`config.mk`:
```
export PLATFORM = sky130hd
export DESIGN_NAME = fetch_sequencer
export DESIGN_NICKNAME = d
export VERILOG_FILES = /design/src/rtl/fetch_sequencer.sv
export SDC_FILE = /design/constraint.sdc
export NUM_CORES = 1
export LEC_CHECK = 0
export BUFFER_PORTS_ARGS = -buffer_cell sky130_fd_sc_hd__buf_4
export CORE_MARGIN = 5
export CORE_UTILIZATION = 44
export CTS_CLUSTER_SIZE = 25
export DETAILED_ROUTE_END_ITERATION = 7
export GPL_TIMING_DRIVEN = 0
export PLACE_DENSITY = 0.87
export SKIP_CTS_REPAIR_TIMING = 1
export SLEW_MARGIN = 10
export SYNTH_ARGS = -nofsm -noshare
export SYNTH_HDL_FRONTEND = slang
export SYNTH_SLANG_ARGS = --single-unit
```
`constraint.sdc`:
```
create_clock -name clk -period 1.9 [get_ports clk]
set_clock_uncertainty 0.2 [all_clocks]
set_input_delay 0.57 -clock clk [delete_from_list [all_inputs] [get_ports clk]]
set_output_delay 0.57 -clock clk [all_outputs]
set_load 0.05 [all_outputs]
```
`src/rtl/fetch_sequencer.sv`:
```
// rtl/fetch_sequencer.sv - instruction fetch sequencer: PC, memory handshake, instruction hold and fault
module fetch_sequencer #(
    parameter logic [31:0] RESET_PC = 32'h0000_0000,
    parameter int          TIMEOUT  = 15
) (
    input  logic        clk,
    input  logic        rst_n,
    input  logic        en,
    output logic        mem_req,
    output logic [31:0] mem_addr,
    input  logic        mem_gnt,
    input  logic        mem_rvalid,
    input  logic [31:0] mem_rdata,
    output logic        ins_valid,
    output logic [31:0] ins,
    output logic [31:0] ins_pc,
    input  logic        ins_ready,
    input  logic        redirect,
    input  logic [31:0] redirect_pc,
    output logic [31:0] PC,
    output logic        fault
);

    localparam logic [2:0] S_IDLE = 3'd0;
    localparam logic [2:0] S_REQ  = 3'd1;
    localparam logic [2:0] S_WAIT = 3'd2;
    localparam logic [2:0] S_HOLD = 3'd3;
    localparam logic [2:0] S_ERR  = 3'd4;

    localparam int TW = (TIMEOUT < 2) ? 1 : $clog2(TIMEOUT + 1);
    localparam logic [TW-1:0] TCNT_LAST = TW'(TIMEOUT - 1);

    logic [2:0]    state;
    logic [31:0]   pc;
    logic [TW-1:0] tcnt;

    always_ff @(posedge clk or negedge rst_n) begin
        if (!rst_n) begin
            state  <= S_IDLE;
            pc     <= RESET_PC;
            ins    <= 32'h0;
            ins_pc <= 32'h0;
            tcnt   <= '0;
        end else begin
            case (state)
                S_IDLE: begin
                    if (en)
                        state <= S_REQ;
                end
                S_REQ: begin
                    if (mem_gnt) begin
                        state <= S_WAIT;
                        tcnt  <= '0;
                    end
                end
                S_WAIT: begin
                    // Data wins over a timeout landing on the same cycle.
                    if (mem_rvalid) begin
                        ins    <= mem_rdata;
                        ins_pc <= pc;
                        state  <= S_HOLD;
                    end else if (tcnt == TCNT_LAST) begin
                        state <= S_ERR;
                    end else begin
                        tcnt <= tcnt + 1'b1;
                    end
                end
                S_HOLD: begin
                    if (ins_ready) begin
                        if (redirect && (redirect_pc[1:0] != 2'b00)) begin
                            state <= S_ERR;
                        end else begin
                            pc    <= redirect ? redirect_pc : pc + 32'd4;
                            state <= en ? S_REQ : S_IDLE;
                        end
                    end
                end
                S_ERR: begin
                    state <= S_ERR;
                end
                default: begin
                    state <= S_ERR;
                end
            endcase
        end
    end

    assign mem_req   = (state == S_REQ);
    assign mem_addr  = pc;
    assign ins_valid = (state == S_HOLD);
    assign PC        = pc;
    assign fault     = (state == S_ERR);

endmodule
```
==> impl.org <==
** Placement
- Routability-driven placement finished with a final weighted congestion of 0.9778.
- IO buf count :: 200
- Worst setup slack after placement :: -0.4318 ns
- Post-detailed-placement cell area :: approximately 7000 sq um
- Detailed placement ended at an HPWL of 11580 microns.

** Finish
- Leaving out fill and tap cells, the most frequent cell in the layout is sky130_fd_sc_hd__buf_4.
- Post-route cell area :: 8448 sq um
- The library cells used most frequently in the layout, excluding fill and tap cells, are sky130_fd_sc_hd__buf_4 (257), sky130_fd_sc_hd__dfrtp_1 (73), sky130_fd_sc_hd__mux2_2 (65).
- Fraction of final layout cells with drive strength greater than 1 :: between 60 and 70%
- Number of diodes :: 0
- Net count reported at finish :: between 800 and 900
- Compared with the post-synthesis result, the final layout area differs by 64.56%.
- Final-layout fill cell count :: around 720

** Logic synthesis
- In this run the cell area of the synthesized design comes to around 5000 sq um.
- Synth unique cells :: 54
- When the netlist entered floorplanning its net count stood at about 530.
- Synthesis produced about 450 cells.
- Cell taking the most area after synthesis :: sky130_fd_sc_hd__dfrtp_1
- Synth top area cells :: sky130_fd_sc_hd__dfrtp_1 (50%), sky130_fd_sc_hd__mux2_2 (14%), sky130_fd_sc_hd__buf_4 (5.3%)
- Count of warnings emitted by yosys :: 0
- Share of async-settable or async-resettable flops after synthesis :: 100.0%
- Synthesized flop and latch total :: around 100
- Area fraction of the dominant cell type after synthesis :: between 50 and 60%
- Averaged over all synthesized cells, the footprint is ~11 sq um.
- Number of enable-type register cells in the synthesized netlist :: 0
- The most used flip-flop cell after synthesis is sky130_fd_sc_hd__dfrtp_1.
- After synthesis, flip-flops and latches occupy between 50% and 60% of the total area.

** Timing
- The routed design could run at a clock period as short as approximately 2.1 ns.
- Setup Viol. Count Final :: 37
- The number of pins with negative max-slew slack in the final report is 0.
- Setup repair after global routing could not meet its margin everywhere.
- Post-route setup slack :: -0.2169 ns
- Timing-limited maximum frequency :: 472.4 MHz
- Share of the cycle needed by the critical path after routing :: 111.4%
- Headroom to the max-slew limit :: between 50% and 60%
- Total negative slack :: -3.716 ns
- For the pin with the worst max-slew slack, the measured transition is 0.7020 ns.
- Final hold violation count :: 0

** Setup path
- For this design, the slowest cell found on the critical path is sky130_fd_sc_hd__dfrtp_1.
- By instance count, the cell type seen most on the critical path is sky130_fd_sc_hd__buf_6.
- Startpoint class of the critical path :: flip-flop
- Slowest Stage Delay on Critical Path :: between 0.4 and 0.5 ns
- Crit. Startpoint :: state[1]
- The critical path is of the reg -> out type.
- The critical path contains buffers and inverters numbering 2 combined.
- Of all nets on the critical path, the largest fanout is 5.
- STA puts the critical path data required time at 1.13 ns.
- Sequence of cells on the critical path :: buf_6, nor3b_4, buf_6
- Worst path arrival time :: approximately 1.4 ns
- CP endpoint kind :: output pin
- R2r startpoint :: state[2]
- Broken down by cell family, the worst path's largest delay share belongs to flip-flops.
- Setup slack of the most critical reg-to-reg path :: -0.18 ns

** Floorplanning
- Ports placed on the boundary :: 202
- From left edge to right edge, the die measures roughly 120 microns.
- Initial core utilization :: between 40% and 50%
- Die Outline Area :: around 14000 sq um
- Placeable core region :: 11420 sq um
- The floorplan step set the die height to 118.0 microns.
- # rows :: 39

** Clocking
- TritonCTS clock tree :: yes
- Clock Sink Count :: about 100
- Register clock-pin slew on the reported worst setup and hold paths :: around 0.070 ns
- Max H-tree Level :: 3
- CTS placed an instance of sky130_fd_sc_hd__clkbuf_16 at the clock tree root.
- Maximum count of clock buffers along a single path :: 2
- Clock tree synthesis inserted a total of 9 buffers.
- The later pin in the worst-skew pair is clocked with a latency of roughly 0.34 ns.

** Power
- The worst-case IR drop observed on VDD is ~1.3 mV.
- For this design the ratio of total power to cell area is 1105 nW/um^2.
- Leakage power :: roughly 4.0 nW

** Detailed routing
- WL final :: ~19000 microns
- For this block, the via count after detailed routing is around 5.1k.
- Mean number of vias per cell :: 5.730
- The pre-antenna-repair detailed-routing pass consisted of 7 iterations.
- For this block, the initial DRC count from the detailed router was ~350.
- Residual antenna-violating net count after detailed routing :: 0
- Dividing the detail-routed wire length by the instance count gives approximately 21 microns.
- For this run, design rule violations remaining after detail routing come to 0.

** Outcome
- The flow ran to the end, but the final reports show violations.
- Violated checks :: setup timing

** GRT
- Total grt overflow :: 0
- The number of global-route vias before repair came to approximately 4.8k.
- Antenna violations before repair :: 0
- GR Util All Layers :: 22.11%
- Entering global routing, the biggest net connects about 100 pins.
- First-pass GRT wire length :: between 20000 and 30000 microns

** Flow run
- Across the run, the number of max-cap violations was 0.

** Min path
- Type of the tightest min-delay check :: in -> reg
- Startpoint of the worst hold path :: mem_gnt
[where the power goes]
| group | switching [mW] | internal (mW) | total (mW) |
|---|---|---|---|
| clock | 0.826 | 1.09 | 1.92 |
| sequential | 0.357 | 2.73 | 3.08 |
| combinational | 2.74 | 1.59 | 4.33 |
| total | 3.93 | 5.41 | 9.34 |
[registers in the layout, summed over array words and instances, names as in the netlist]
register / count
ins: 32
state: 3
tcnt: 4
PC: 32
ins_pc: 32
[cells in the mapped netlist (3+ instances only)]
| master | count |
|---|---|
| sky130_fd_sc_hd__nor4_1 | 5 |
| sky130_fd_sc_hd__nand3_1 | 24 |
| sky130_fd_sc_hd__a21oi_1 | 17 |
| sky130_fd_sc_hd__nor3_1 | 7 |
| sky130_fd_sc_hd__inv_1 | 3 |
| sky130_fd_sc_hd__and3_1 | 12 |
| sky130_fd_sc_hd__o22ai_1 | 15 |
| sky130_fd_sc_hd__buf_2 | 16 |
| sky130_fd_sc_hd__clkbuf_1 | 6 |
| sky130_fd_sc_hd__and2_1 | 6 |
| sky130_fd_sc_hd__or3_1 | 4 |
| sky130_fd_sc_hd__a41o_1 | 5 |
| sky130_fd_sc_hd__and4_1 | 3 |
| sky130_fd_sc_hd__mux2i_1 | 9 |
| sky130_fd_sc_hd__mux2_2 | 65 |
| sky130_fd_sc_hd__o21ai_0 | 16 |
| sky130_fd_sc_hd__ha_1 | 3 |
| sky130_fd_sc_hd__buf_4 | 36 |
| sky130_fd_sc_hd__a31oi_1 | 3 |
| sky130_fd_sc_hd__nand4_1 | 6 |
| sky130_fd_sc_hd__a311oi_1 | 4 |
| sky130_fd_sc_hd__nand2_1 | 17 |
| sky130_fd_sc_hd__a211oi_1 | 6 |
| sky130_fd_sc_hd__a221o_1 | 3 |
| sky130_fd_sc_hd__nor3b_1 | 3 |
| sky130_fd_sc_hd__nor2b_1 | 4 |
| sky130_fd_sc_hd__nor2_1 | 19 |
| sky130_fd_sc_hd__dfrtp_1 | 103 |
[layout make-up]
type	instances	area [sq um]	area share (%)
buffer	59	600.6	7.109
clock buffer	13	260.3	3.081
clock inverter	3	42.54	0.5036
inverter	3	11.26	0.1333
multi-input combinational	288	2500	29.59
sequential	103	2618	30.98
tap	143	178.9	2.118
timing repair buffer	271	2237	26.48
[metal layers]
layer / up-vias / GRT usage, % / wire length [microns]
li1: 2209 / - / -
met1: 2490 / 26.95 / 6795
met2: 309 / 37.69 / 9724
met3: 52 / 6.535 / 1612
met4: 0 / 6.882 / 561
met5: - / 0 / 0
[final timing paths]
path / to / cells after the start
min reg2reg: ins[18] / 1
max reg2reg: PC[11] / 9
max in group asynchronous: PC[27] / 3
min: tcnt[2] / 2
min in group asynchronous: PC[8] / 2
max: mem_req / 3
[per-stage QoR]
step           utilization, %  instances  hold WS (ns)  power, mW
6_report                73.99        883        0.2436      9.336
5_1_grt                 73.99        883        0.2456      9.717
4_1_cts                 63.65        811        0.2255      9.053
3_5_place_dp            61.00        795        0.2965      7.148
3_3_place_gp            61.00        795        0.2905      7.009
2_1_floorplan               -        452       0.07441      5.813
[cell families after synthesis]
family                     share of synthesized area [%]
AOI/OAI and AO/OA                                  10.24
buffers and inverters                              7.702
muxes                                              16.01
xor gates and xnor gates                          0.3413
and+or+nand+nor                                    14.77
DFF                                                50.21
adders and majority gates                         0.7313
(Power assumes the default switching activity.)
